===== src/rtl/sprite_palette_if.sv =====
// Sprite palette bus: run-time palette loading, pixel lookup, per-palette hit flash.
// The master is the sprite pipeline and loader; the slave is the palette RAM.
interface sprite_palette_if #(
    parameter int IDX_W   = 3,
    parameter int NUM_PAL = 4
);
    localparam int PAL_W = (NUM_PAL > 1) ? $clog2(NUM_PAL) : 1;

    logic             wr_en;
    logic [PAL_W-1:0] wr_pal;
    logic [IDX_W-1:0] wr_idx;
    logic [23:0]      wr_rgb;
    logic             init_busy;

    logic             pix_valid_in;
    logic [PAL_W-1:0] pix_pal;
    logic [IDX_W-1:0] pix_idx;

    logic             frame_start;
    logic             flash_req;
    logic [PAL_W-1:0] flash_pal;

    logic [7:0]       Red;
    logic [7:0]       Green;
    logic [7:0]       Blue;
    logic             pix_valid_out;
    logic             transparent_out;
    logic             flash_active;

    modport master (
        output wr_en, wr_pal, wr_idx, wr_rgb,
        output pix_valid_in, pix_pal, pix_idx,
        output frame_start, flash_req, flash_pal,
        input  init_busy, Red, Green, Blue,
        input  pix_valid_out, transparent_out, flash_active
    );

    modport slave (
        input  wr_en, wr_pal, wr_idx, wr_rgb,
        input  pix_valid_in, pix_pal, pix_idx,
        input  frame_start, flash_req, flash_pal,
        output init_busy, Red, Green, Blue,
        output pix_valid_out, transparent_out, flash_active
    );
endinterface


===== src/rtl/sprite_palette_ram.sv =====
// Multi-palette RGB lookup RAM with a zeroing sweep after reset, a 2-cycle
// read-first lookup pipeline, a transparency flag and a frame-counted white flash.
module sprite_palette_ram #(
    parameter int IDX_W           = 3,
    parameter int NUM_PAL         = 4,
    parameter int TRANSPARENT_IDX = 0,
    parameter int FLASH_FRAMES    = 8
) (
    input  logic              Clk,
    input  logic              Reset,
    sprite_palette_if.slave   bus
);
    localparam int PAL_W = (NUM_PAL > 1) ? $clog2(NUM_PAL) : 1;
    localparam int AW    = PAL_W + IDX_W;
    localparam int DEPTH = NUM_PAL * (2 ** IDX_W);

    localparam logic [AW-1:0]    LAST_ADDR  = AW'(DEPTH - 1);
    localparam logic [PAL_W:0]   PAL_LIMIT  = (PAL_W + 1)'(NUM_PAL);
    localparam logic [IDX_W-1:0] TRANSP_IDX = IDX_W'(TRANSPARENT_IDX);
    localparam logic [7:0]       FLASH_LOAD = 8'(FLASH_FRAMES);

    typedef enum logic {
        ST_INIT,
        ST_RUN
    } state_t;

    state_t          state;
    state_t          state_nxt;
    logic [AW-1:0]   sweep_addr;
    logic [AW-1:0]   sweep_nxt;

    logic            mem_we;
    logic [AW-1:0]   mem_waddr;
    logic [23:0]     mem_wdata;
    logic [23:0]     mem [DEPTH];

    logic            wr_pal_ok;
    logic            rd_pal_ok;
    logic [AW-1:0]   rd_addr;
    logic            in_init;

    logic            flash_on;
    logic [PAL_W-1:0] flash_pal_q;
    logic [7:0]      flash_cnt;

    logic            s1_valid;
    logic            s1_transp;
    logic            s1_flash;
    logic            s1_zero;
    logic [23:0]     s1_rdata;

    logic [23:0]     rgb_q;
    logic            valid_q;
    logic            transp_q;

    // Palette numbers past NUM_PAL exist in the address space only when NUM_PAL is not a power of two.
    assign wr_pal_ok = ({1'b0, bus.wr_pal} < PAL_LIMIT);
    assign rd_pal_ok = ({1'b0, bus.pix_pal} < PAL_LIMIT);
    assign rd_addr   = {bus.pix_pal, bus.pix_idx};
    assign in_init   = (state == ST_INIT);

    always_ff @(posedge Clk) begin
        if (Reset) begin
            state      <= ST_INIT;
            sweep_addr <= '0;
        end else begin
            state      <= state_nxt;
            sweep_addr <= sweep_nxt;
        end
    end

    always_comb begin
        state_nxt = state;
        sweep_nxt = sweep_addr;
        mem_we    = 1'b0;
        mem_waddr = sweep_addr;
        mem_wdata = '0;
        case (state)
            ST_INIT: begin
                mem_we = !Reset;
                if (sweep_addr == LAST_ADDR) begin
                    state_nxt = ST_RUN;
                    sweep_nxt = '0;
                end else begin
                    sweep_nxt = sweep_addr + AW'(1);
                end
            end
            ST_RUN: begin
                if (bus.wr_en && wr_pal_ok && !Reset) begin
                    mem_we    = 1'b1;
                    mem_waddr = {bus.wr_pal, bus.wr_idx};
                    mem_wdata = bus.wr_rgb;
                end
            end
            default: state_nxt = ST_INIT;
        endcase
    end

    always_ff @(posedge Clk) begin
        if (mem_we) begin
            mem[mem_waddr] <= mem_wdata;
        end
    end

    // A request in the same cycle as a flash_req or the final frame_start still sees the old flash state.
    always_ff @(posedge Clk) begin
        if (Reset) begin
            flash_on    <= 1'b0;
            flash_pal_q <= '0;
            flash_cnt   <= '0;
        end else if (bus.flash_req) begin
            flash_on    <= 1'b1;
            flash_pal_q <= bus.flash_pal;
            flash_cnt   <= FLASH_LOAD;
        end else if (bus.frame_start && flash_on) begin
            flash_cnt <= flash_cnt - 8'd1;
            if (flash_cnt == 8'd1) begin
                flash_on <= 1'b0;
            end
        end
    end

    // Reading the array here, alongside the write port, is what makes a same-address collision read-first.
    always_ff @(posedge Clk) begin
        if (Reset) begin
            s1_valid  <= 1'b0;
            s1_transp <= 1'b0;
            s1_flash  <= 1'b0;
            s1_zero   <= 1'b0;
            s1_rdata  <= '0;
        end else begin
            s1_valid  <= bus.pix_valid_in;
            s1_zero   <= in_init || !rd_pal_ok;
            s1_transp <= in_init || (rd_pal_ok && (bus.pix_idx == TRANSP_IDX));
            s1_flash  <= flash_on && rd_pal_ok && (bus.pix_pal == flash_pal_q)
                         && (bus.pix_idx != TRANSP_IDX);
            s1_rdata  <= rd_pal_ok ? mem[rd_addr] : '0;
        end
    end

    always_ff @(posedge Clk) begin
        if (Reset) begin
            valid_q  <= 1'b0;
            transp_q <= 1'b0;
            rgb_q    <= '0;
        end else begin
            valid_q <= s1_valid;
            if (s1_valid) begin
                transp_q <= s1_transp;
                if (s1_zero) begin
                    rgb_q <= '0;
                end else if (s1_flash) begin
                    rgb_q <= 24'hFFFFFF;
                end else begin
                    rgb_q <= s1_rdata;
                end
            end
        end
    end

    assign bus.init_busy       = in_init;
    assign bus.flash_active    = flash_on;
    assign bus.pix_valid_out   = valid_q;
    assign bus.transparent_out = transp_q;
    assign bus.Red             = rgb_q[23:16];
    assign bus.Green           = rgb_q[15:8];
    assign bus.Blue            = rgb_q[7:0];
endmodule


===== src/flat_wrapper.sv =====
// flat-port wrapper written by rule: the top's interface ports become plain ports
module sprite_palette_ram_flat 
#(
    parameter int IDX_W           = 3,
    parameter int NUM_PAL         = 4,
    parameter int TRANSPARENT_IDX = 0,
    parameter int FLASH_FRAMES    = 8
)
  (Clk, Reset, bus_wr_en, bus_wr_pal, bus_wr_idx, bus_wr_rgb, bus_pix_valid_in, bus_pix_pal, bus_pix_idx, bus_frame_start, bus_flash_req, bus_flash_pal, bus_init_busy, bus_Red, bus_Green, bus_Blue, bus_pix_valid_out, bus_transparent_out, bus_flash_active);
  sprite_palette_if #(.IDX_W(IDX_W), .NUM_PAL(NUM_PAL)) bus_i ();
  input  logic Clk;
  input  logic Reset;
  input wire logic [$bits(bus_i.wr_en)-1:0] bus_wr_en;
  input wire logic [$bits(bus_i.wr_pal)-1:0] bus_wr_pal;
  input wire logic [$bits(bus_i.wr_idx)-1:0] bus_wr_idx;
  input wire logic [$bits(bus_i.wr_rgb)-1:0] bus_wr_rgb;
  input wire logic [$bits(bus_i.pix_valid_in)-1:0] bus_pix_valid_in;
  input wire logic [$bits(bus_i.pix_pal)-1:0] bus_pix_pal;
  input wire logic [$bits(bus_i.pix_idx)-1:0] bus_pix_idx;
  input wire logic [$bits(bus_i.frame_start)-1:0] bus_frame_start;
  input wire logic [$bits(bus_i.flash_req)-1:0] bus_flash_req;
  input wire logic [$bits(bus_i.flash_pal)-1:0] bus_flash_pal;
  output wire logic [$bits(bus_i.init_busy)-1:0] bus_init_busy;
  output wire logic [$bits(bus_i.Red)-1:0] bus_Red;
  output wire logic [$bits(bus_i.Green)-1:0] bus_Green;
  output wire logic [$bits(bus_i.Blue)-1:0] bus_Blue;
  output wire logic [$bits(bus_i.pix_valid_out)-1:0] bus_pix_valid_out;
  output wire logic [$bits(bus_i.transparent_out)-1:0] bus_transparent_out;
  output wire logic [$bits(bus_i.flash_active)-1:0] bus_flash_active;
  assign bus_i.wr_en = bus_wr_en;
  assign bus_i.wr_pal = bus_wr_pal;
  assign bus_i.wr_idx = bus_wr_idx;
  assign bus_i.wr_rgb = bus_wr_rgb;
  assign bus_i.pix_valid_in = bus_pix_valid_in;
  assign bus_i.pix_pal = bus_pix_pal;
  assign bus_i.pix_idx = bus_pix_idx;
  assign bus_i.frame_start = bus_frame_start;
  assign bus_i.flash_req = bus_flash_req;
  assign bus_i.flash_pal = bus_flash_pal;
  assign bus_init_busy = bus_i.init_busy;
  assign bus_Red = bus_i.Red;
  assign bus_Green = bus_i.Green;
  assign bus_Blue = bus_i.Blue;
  assign bus_pix_valid_out = bus_i.pix_valid_out;
  assign bus_transparent_out = bus_i.transparent_out;
  assign bus_flash_active = bus_i.flash_active;
  sprite_palette_ram #(.IDX_W(IDX_W), .NUM_PAL(NUM_PAL), .TRANSPARENT_IDX(TRANSPARENT_IDX), .FLASH_FRAMES(FLASH_FRAMES)) u_core (.Clk(Clk), .Reset(Reset), .bus(bus_i));
endmodule

===== config.mk =====
export PLATFORM = sky130hd
export DESIGN_NAME = sprite_palette_ram_flat
export DESIGN_NICKNAME = d
export VERILOG_FILES = /design/src/rtl/sprite_palette_if.sv /design/src/rtl/sprite_palette_ram.sv /design/src/flat_wrapper.sv
export SDC_FILE = /design/constraint.sdc
export NUM_CORES = 1
export LEC_CHECK = 0
export CAP_MARGIN = 20
export CORE_ASPECT_RATIO = 1.2
export CORE_MARGIN = 5
export CORE_UTILIZATION = 66
export DETAILED_ROUTE_END_ITERATION = 7
export PLACE_DENSITY = 0.84
export RECOVER_POWER = 100
export SETUP_SLACK_MARGIN = 0.5
export SYNTH_ARGS = -nofsm -noshare
export SYNTH_HDL_FRONTEND = slang
export SYNTH_SLANG_ARGS = --single-unit

===== constraint.sdc =====
create_clock -name Clk -period 8.4 [get_ports Clk]
set_clock_uncertainty 0.1 [all_clocks]
set_input_delay 1.68 -clock Clk [delete_from_list [all_inputs] [get_ports Clk]]
set_output_delay 1.68 -clock Clk [all_outputs]
set_load 0.01 [all_outputs]

==> results of run 1 <==
## worst max-delay path, stage by stage
cell and delay (ps):
buf_2 70, clkbuf_1 2250, and3b_1 360, buf_4 260
mux2_1 310, o21ai_0 310, nor2_2 260, buf_4 450
## final timing paths
| check | to | slack, ps | cells past startpoint |
|---|---|---|---|
| worst max-delay path | u_core.mem[18][17] | 2530 | 8 |
| worst min-delay path | u_core.rgb_q[14] | 380 | 2 |
| worst max register to register | u_core.mem[6][14] | 5050 | 4 |
| worst min register to register | u_core.rgb_q[14] | 380 | 2 |
## cells in the mapped netlist, drive strengths merged
cell type    n
a21oi       11
a221o       24
a221oi      18
a22oi       24
a311oi       1
a31oi       25
and2        25
and3         1
and3b        2
buf         67
clkbuf      26
dfxtp       71
edfxtp     768
ha           4
inv          5
mux2         2
mux2i      130
mux4       168
nand2       27
nand2b       5
nand3        4
nand3b       2
nand4        2
nand4b       2
nor2       128
nor2b        5
nor3         2
nor3b        1
nor4         2
o2111ai      6
o21ai       23
or2          2
or3          2
xnor2        3
xor2         4
## sequential cells by signal, indices dropped and copies added (netlist names)
name / count
u_core.s1_flash: 1
u_core.s1_zero: 1
u_core.bus.pix_valid_out: 1
u_core.rgb_q: 24
u_core.flash_cnt: 8
u_core.flash_pal_q: 2
u_core.state: 1
u_core.s1_rdata: 24
u_core.bus.flash_active: 1
u_core.bus.transparent_out: 1
u_core.s1_valid: 1
u_core.s1_transp: 1
u_core.mem: 768
u_core.sweep_addr: 5
## area by class of cell
type	instances	area share [%]
multi-input cells	655	20.34
inverters	5	0.05159
clock inverters	37	1.025
clock buffers	104	5.950
flip-flops and latches	839	67.29
repair buffers	136	3.150
well taps	637	2.191
## where the power goes
part | leakage (nW) | switching [W] | internal (W) | total [W]
sequential | 8.67 | 0.0000198 | 0.00453 | 0.00455
combinational | 3.24 | 0.000188 | 0.000144 | 0.000332
clock | 1.26 | 0.00150 | 0.00203 | 0.00353
total | 13.2 | 0.00171 | 0.00671 | 0.00841
## cell families (layout without fill, tap and decap cells)
| group | Yosys count | count (layout) | share of synthesized area [%] |
|---|---|---|---|
| flops | 839 | 839 | 75.27 |
| mux | 300 | 300 | 16.28 |
| simple gates | 212 | 212 | 2.950 |
| compound gates | 132 | 132 | 2.969 |
| buf+inv | 98 | 282 | 2.192 |
| xor+xnor | 7 | 7 | 0.1885 |
| fa+ha+maj | 4 | 4 | 0.1539 |
## metal layers
layer | up-vias | global-route usage, %
li1 | 6802 | -
met1 | 8475 | 36.14
met2 | 1164 | 45.54
met3 | 215 | 6.307
met4 | 2 | 12.37
met5 | - | 0
## through the flow
step	power, W	util (%)
after detailed placement	0.004961	68.88
after global routing	0.008653	74.25
after CTS	0.008438	74.06
after floorplan	0.004865	-
final	0.008414	74.25
after global placement	0.004950	68.88
==> flow_metrics.env, run 1 <==
export IMPL_yosysWarnings=0
export IMPL_slew_violations=102
export IMPL_cts_tree="built"
export IMPL_die_area_um2=53840
export IMPL_die_h_um=253.2
export IMPL_route_met3_wl_um=7773
export IMPL_gp_congestion=0.7847
export IMPL_met1_length_um=26110
export IMPL_yosys_top_cells_area="edfxtp_1 (71%), mux4_2 (8.2%), dfxtp_1 (4.4%), mux4_1 (4.0%), mux2i_1 (4.0%)"
export IMPL_ff_latch_area_um2=24480
export IMPL_ant_nets=0
export IMPL_num_vias=16660
export IMPL_nets=1761
export IMPL_grt_pass1_vias=17130
export IMPL_clockBufferDepth=3
export IMPL_required_ps=8550
export IMPL_worstMarginPinSlew_ps=3218
export IMPL_ctsHoldBuffers=0
export IMPL_fin_crit_sh_pct=69.92
export IMPL_ys_types=45
export IMPL_ys_ff_latch=839
export IMPL_cap_violations=2
export IMPL_clkTransAtPathRegs_ps=60
export IMPL_final_common_cell="edfxtp_1"
export IMPL_grt_use_total_pct=27.72
export IMPL_final_cell_mix="edfxtp_1 (768), mux2i_1 (130), mux4_2 (118)"
export IMPL_antenna_found_initial=2
export IMPL_cts_root_buf="clkbuf_16"
export IMPL_grt_overflow=0
export IMPL_post_route_min_period_ps=5873
export IMPL_max_freq_ghz=0.1703
export IMPL_instances_no_fill=2413
export IMPL_cellPowerDensity_nw_per_um2=231.3
export IMPL_routed_wl_um=75600
export IMPL_p_leak_nw=13.17
export IMPL_die_w_um=212.7
export IMPL_hp_start="u_core.rgb_q[14]"
export IMPL_worstSetupStartpointType="primary input"
export IMPL_met2_length_um=38600
export IMPL_maxUsedRoutingLayer="met5"
export IMPL_setup_viol=0
export IMPL_firstDrtPassIters=8
export IMPL_num_rows=89
export IMPL_placed_cell_area_um2=33750
export IMPL_critPathKind="primary input to register"
export IMPL_fin_ws_ps=2527
export IMPL_status="finished with violations"
export IMPL_synth_top_cell_area_share_pct=70.90
export IMPL_post_cts_setup_buffers=0
export IMPL_crit_arrival_ps=6030
export IMPL_h_tree_depth=3
export IMPL_cts_sink_count=839
export IMPL_relSlewSlack_pct=-114.5
export IMPL_first_iter_violations=2331
export IMPL_hold_class="register to register"
export IMPL_cts_resized=0
export IMPL_netlist_area_um2=32530
export IMPL_crit_start="Reset"
export IMPL_stdcell_area_um2=36380
export IMPL_grt_max_degree=165
export IMPL_place_ws_ps=3716
export IMPL_rr_startpoint="u_core.state"
export IMPL_rsz0062_at_grt="no"
export IMPL_start_util_pct=66.39
export IMPL_via_per_inst=6.903
export IMPL_peakVddDrop_uv=159.1
export IMPL_synth_avg_cell_area_um2=20.43
export IMPL_cp_max_fo=68
export IMPL_drc=0
export IMPL_fillerInstances=2559
export IMPL_cts_buffers=78
export IMPL_core_area_um2=49000
export IMPL_violations="max-capacitance violations, max-slew violations"
export IMPL_clock_latency_ps=630
export IMPL_synth_area_leader_cell="edfxtp_1"
export IMPL_setup_tns_ps=0
export IMPL_synth_seq_area_share_pct=75.27
export IMPL_synth_nets=1638
export IMPL_routedWlPerCell_um=31.33
export IMPL_end_kind="register"
export IMPL_drive_above_1_share_pct=17.51
export IMPL_portBuffers=69
export IMPL_multi_input_area_um2=7400
export IMPL_dp_hpwl_um=38180
export IMPL_holdWs_ps=382.5
export IMPL_hold_viol=0
export IMPL_place_inst=2247
export IMPL_ioPinCount=70
export IMPL_grt_pass1_wl_um=108000
export IMPL_netlist_instances=1592
export IMPL_diodes=0
export IMPL_syn_to_final_growth_pct=11.85
(Power assumes the default switching activity.)
==> inputs of run 2 (changes only) <==
- CORE_UTILIZATION: 66 -> 62
- PLACE_DENSITY: 0.84 -> 0.8
- clock period: 8.4 -> 5.8 ns (I/O delays scaled with it)
==> flow_metrics.env, run 2 (synthesized netlist as in run 1, its figures left out) <==
export IMPL_hold_class="register to register"
export IMPL_final_cell_mix="edfxtp_1 (768), mux2i_1 (130), mux4_2 (118)"
export IMPL_pwr_share_clk_pct=40.7
export IMPL_worstMarginPinSlew_ps=1917
export IMPL_setup_tns_ps=0
export IMPL_cap_violations=24
export IMPL_die_area_um2=57170
export IMPL_dp_hpwl_um=42510
export IMPL_fin_ws_ps=1138
export IMPL_largest_reg_flops=768
export IMPL_die_h_um=260.9
export IMPL_nets=1772
export IMPL_slew_violations=726
export IMPL_drive_above_1_share_pct=16.95
export IMPL_place_ws_ps=1438
export IMPL_syn_to_final_growth_pct=11.72
export IMPL_grt_use_total_pct=25.91
export IMPL_placed_cell_area_um2=34030
export IMPL_post_route_min_period_ps=4662
export IMPL_die_w_um=219.1
export IMPL_portBuffers=69
export IMPL_grt_pass1_vias=16860
export IMPL_num_vias=16290
export IMPL_p_leak_nw=13.10
export IMPL_core_area_um2=52260
export IMPL_h_tree_depth=3
export IMPL_num_rows=92
export IMPL_diodes=0
export IMPL_grt_pass1_wl_um=108400
export IMPL_clkTransAtPathRegs_ps=60
export IMPL_crit_arrival_ps=4770
export IMPL_violations="max-capacitance violations, max-slew violations"
export IMPL_first_iter_violations=1900
export IMPL_cts_tree="built"
export IMPL_setup_viol=0
export IMPL_fillerInstances=3163
export IMPL_ctsHoldBuffers=0
export IMPL_reg_top3="u_core.mem: 768 flops, u_core.rgb_q: 24 flops, u_core.s1_rdata: 24 flops"
export IMPL_routedWlPerCell_um=29.51
export IMPL_grt_max_degree=84
export IMPL_relSlewSlack_pct=-27.77
export IMPL_ant_nets=0
export IMPL_routed_wl_um=73570
export IMPL_via_per_inst=6.534
export IMPL_fin_crit_sh_pct=80.38
export IMPL_firstDrtPassIters=5
export IMPL_start_util_pct=62.24
export IMPL_cp_max_fo=27
export IMPL_grt_overflow=0
export IMPL_hold_viol=0
export IMPL_cts_sink_count=839
export IMPL_p_int_w=0.009487
export IMPL_clock_latency_ps=620
export IMPL_cellPowerDensity_nw_per_um2=328.2
export IMPL_rsz0062_at_grt="no"
export IMPL_p_seq_share_pct=55.2
export IMPL_peakVddDrop_uv=281.5
export IMPL_p_sw_w=0.002442
export IMPL_swShare_pct=20.47
export IMPL_critPathKind="primary input to register"
export IMPL_drc=0
export IMPL_stdcell_area_um2=36340
export IMPL_max_flop_register="u_core.mem"
export IMPL_clockBufferDepth=3
export IMPL_cts_resized=0
export IMPL_cts_root_buf="clkbuf_16"
export IMPL_worstSetupStartpointType="primary input"
export IMPL_gp_congestion=0.8835
export IMPL_required_ps=5910
export IMPL_antenna_found_initial=2
export IMPL_ioPinCount=70
export IMPL_cts_buffers=78
export IMPL_p_comb_share_pct=4.1
export IMPL_status="finished with violations"
export IMPL_post_cts_setup_buffers=0
export IMPL_max_freq_ghz=0.2145
export IMPL_final_common_cell="edfxtp_1"
export IMPL_end_kind="register"
[run 2: cell types whose count changed in the layout (fill, tap and decap cells not counted), moves of 2 or more]
cell        previous run  this run
and2_0                24        13
clkbuf_16             82        80
clkinvlp_4             0         3
nor2_1               101       104
and2_1                 1        12
clkbuf_1              43        59
bufinv_16              7         3
nor2_2                26        23
[run 2: final timing paths]
| kind | startpoint | endpoint | slack [ps] | cells after the start |
|---|---|---|---|---|
| worst max register to register | u_core.state | u_core.mem[31][14] | 1690 | 6 |
| worst min-delay path | u_core.rgb_q[23] | u_core.rgb_q[23] | 380 | 2 |
| worst min register to register | u_core.rgb_q[23] | u_core.rgb_q[23] | 380 | 2 |
| worst max-delay path | Reset | u_core.mem[31][14] | 1140 | 7 |
[run 2: layout make-up]
type / instances / area [um^2] / area share (%)
clock buffer: 105 / 2126 / 5.849
clock inverter: 37 / 280.3 / 0.7712
tap: 705 / 882.1 / 2.427
sequential: 839 / 24480 / 67.37
inverter: 5 / 18.77 / 0.05164
timing repair buffer: 147 / 1160 / 3.191
multi-input combinational: 655 / 7392 / 20.34
[run 2: routing by layer]
layer	track usage, %	up-vias	part of all wire (%)
li1	-	6812	-
met3	4.954	137	8.2
met1	34.20	8443	36
met4	9.039	2	3.1
met5	0	-	0.016
met2	44.04	896	52
[run 2: power by group through the flow]
| stage | combinational [W] | sequential (W) | clock [W] |
|---|---|---|---|
| 2_1_floorplan | 0.000340 | 0.00671 | 0 |
| 3_3_place_gp | 0.000472 | 0.00671 | 0 |
| 4_1_cts | 0.000487 | 0.00659 | 0.00490 |
| 6_report | 0.000485 | 0.00659 | 0.00485 |
| 3_5_place_dp | 0.000482 | 0.00672 | 0 |
| 5_1_grt | 0.000517 | 0.00659 | 0.00518 |
[run 2: worst max-delay path: stages]
cell,delay (ps)
clkbuf_1,950
and3b_1,430
buf_4,300
mux2i_1,310
nand2_1,210
nor2_1,170
clkbuf_1,1200
[run 2: through the flow]
step,util (%),hold slack [ps],total power [W],std cells
6_report,69.54,384.8,0.01193,2493
5_1_grt,69.54,420.9,0.01229,2493
4_1_cts,69.72,389.9,0.01198,2482
3_5_place_dp,65.12,374.2,0.007199,2340
3_3_place_gp,65.06,352.4,0.007185,2339
2_1_floorplan,-,340.5,0.007046,1592
==> inputs of run 3 (changes only) <==
- CORE_UTILIZATION: 62 -> 56
- PLACE_DENSITY: 0.8 -> 0.76
- clock period: 5.8 -> 4.2 ns (I/O delays scaled with it)
==> flow_metrics.env, run 3 (synthesized netlist as in run 1, its figures left out) <==
export IMPL_hold_viol=0
export IMPL_cap_violations=18
export IMPL_post_route_min_period_ps=3748
export IMPL_worstMarginPinSlew_ps=2688
export IMPL_holdPathStages=2
export IMPL_nets=1785
export IMPL_violations="max-capacitance violations, max-slew violations"
export IMPL_first_iter_violations=2164
export IMPL_clock_latency_ps=630
export IMPL_grt_use_total_pct=23.84
export IMPL_clkTransAtPathRegs_ps=60
export IMPL_firstDrtPassIters=8
export IMPL_final_common_cell="edfxtp_1"
export IMPL_die_h_um=274.0
export IMPL_cts_root_buf="clkbuf_16"
export IMPL_via_per_inst=6.441
export IMPL_h_tree_depth=3
export IMPL_die_area_um2=63030
export IMPL_rsz0062_at_grt="no"
export IMPL_slew_violations=606
export IMPL_clockBufferDepth=3
export IMPL_reg2regPathDepth=4
export IMPL_place_inst=2394
export IMPL_peakVddDrop_uv=266.5
export IMPL_cts_sink_count=839
export IMPL_drive_above_1_share_pct=18.35
export IMPL_syn_to_final_growth_pct=13.01
export IMPL_critPathKind="primary input to register"
export IMPL_critPathTopFamily="buffers and inverters"
export IMPL_cts_buffers=78
export IMPL_portBuffers=69
export IMPL_stdcell_area_um2=36760
export IMPL_final_cell_mix="edfxtp_1 (768), mux2i_1 (130), mux4_2 (118)"
export IMPL_ant_nets=0
export IMPL_num_vias=16360
export IMPL_post_cts_setup_buffers=0
export IMPL_ioPinCount=70
export IMPL_crit_cells=5
export IMPL_p_leak_nw=13.30
export IMPL_grt_max_degree=61
export IMPL_path_cells="dlygate4sd3_1, and3b_1, clkbuf_1, and2_1, clkbuf_1"
export IMPL_dp_hpwl_um=45420
export IMPL_routed_wl_um=75070
export IMPL_hold_class="register to register"
export IMPL_crit_slowest_cell="clkbuf_1"
export IMPL_cts_resized=0
export IMPL_num_rows=96
export IMPL_ctsHoldBuffers=0
export IMPL_crit_arrival_ps=3780
export IMPL_finalPower_w=0.01702
export IMPL_cpPeakStageDelay_ps=1320
export IMPL_instances_no_fill=2540
export IMPL_antenna_found_initial=3
export IMPL_routedWlPerCell_um=29.56
export IMPL_core_area_um2=57420
export IMPL_setup_tns_ps=0
export IMPL_setup_viol=0
export IMPL_cellPowerDensity_nw_per_um2=462.9
export IMPL_critPathMostFrequentCell="clkbuf_1"
export IMPL_die_w_um=230.0
export IMPL_worstSetupStartpointType="primary input"
export IMPL_cp_max_fo=32
export IMPL_end_kind="register"
export IMPL_fin_crit_sh_pct=89.24
export IMPL_gp_congestion=0.8461
export IMPL_grt_pass1_vias=16660
export IMPL_max_flop_register="u_core.mem"
export IMPL_path_buf_inv=3
export IMPL_required_ps=4240
export IMPL_reg_top3="u_core.mem: 768 flops, u_core.rgb_q: 24 flops, u_core.s1_rdata: 24 flops"
export IMPL_grt_pass1_wl_um=109500
export IMPL_max_freq_ghz=0.2668
export IMPL_status="finished with violations"
export IMPL_placed_cell_area_um2=34320
export IMPL_cts_tree="built"
export IMPL_largest_reg_flops=768
export IMPL_grt_overflow=0
export IMPL_relSlewSlack_pct=-79.21
export IMPL_start_util_pct=56.66
export IMPL_drc=0
-- run 3: cell types whose count changed in the layout (fill, tap and decap cells not counted), sizes merged, moves of 2 or more --
cell / delta
buf: -3
bufinv: +7
clkbuf: +19
clkdlybuf4s50: -2
clkinv: -8
dlygate4sd3: +2
inv: +2
-- run 3: metrics by stage --
step	util (%)	worst slack (ps)	hold WS [ps]
after floorplan	-	929.0	340.5
final	64.03	451.8	384.0
after detailed placement	59.77	323.6	374.5
after global routing	64.03	390.4	410.7
after CTS	64.34	975.4	388.6
after global placement	59.77	369.4	367.6
-- run 3: area by class of cell --
| cell class | count | area, um^2 |
|---|---|---|
| fill | 3731 | 20650 |
| antenna | 1 | 2.502 |
| multi-input combinational | 655 | 7405 |
| tap | 735 | 919.6 |
| sequential | 839 | 24480 |
| inverter | 5 | 18.77 |
| clock inverter | 37 | 446.7 |
| timing repair buffer | 160 | 1306 |
| clock buffer | 108 | 2178 |
-- run 3: path summary, 6_finish.rpt --
kind,from,to,slack (ps)
max,bus_wr_en,u_core.mem[6][6],450
min reg2reg,u_core.s1_transp,u_core.bus.transparent_out,380
min,u_core.s1_transp,u_core.bus.transparent_out,380
max reg2reg,u_core.state,u_core.mem[6][6],840
-- run 3: per-layer routing --
layer	vias up	part of all wire, %	global-route usage (%)
li1	6844	-	-
met1	8389	35	30.22
met2	939	51	41.12
met3	188	8.4	3.739
met4	0	5.1	10.81
met5	-	0	0
-- run 3: power breakdown --
part / switching, W / leakage, nW / internal (W)
Combinational: 0.000399 / 3.35 / 0.000297
Clock: 0.00296 / 1.28 / 0.00426
Sequential: 0.0000389 / 8.67 / 0.00906
Total: 0.00340 / 13.3 / 0.0136
-- run 3: worst min-delay path, stage by stage (launching register included) --
cell and delay, ps:
dfxtp_1 320, mux2i_1 60, nor2_1 70
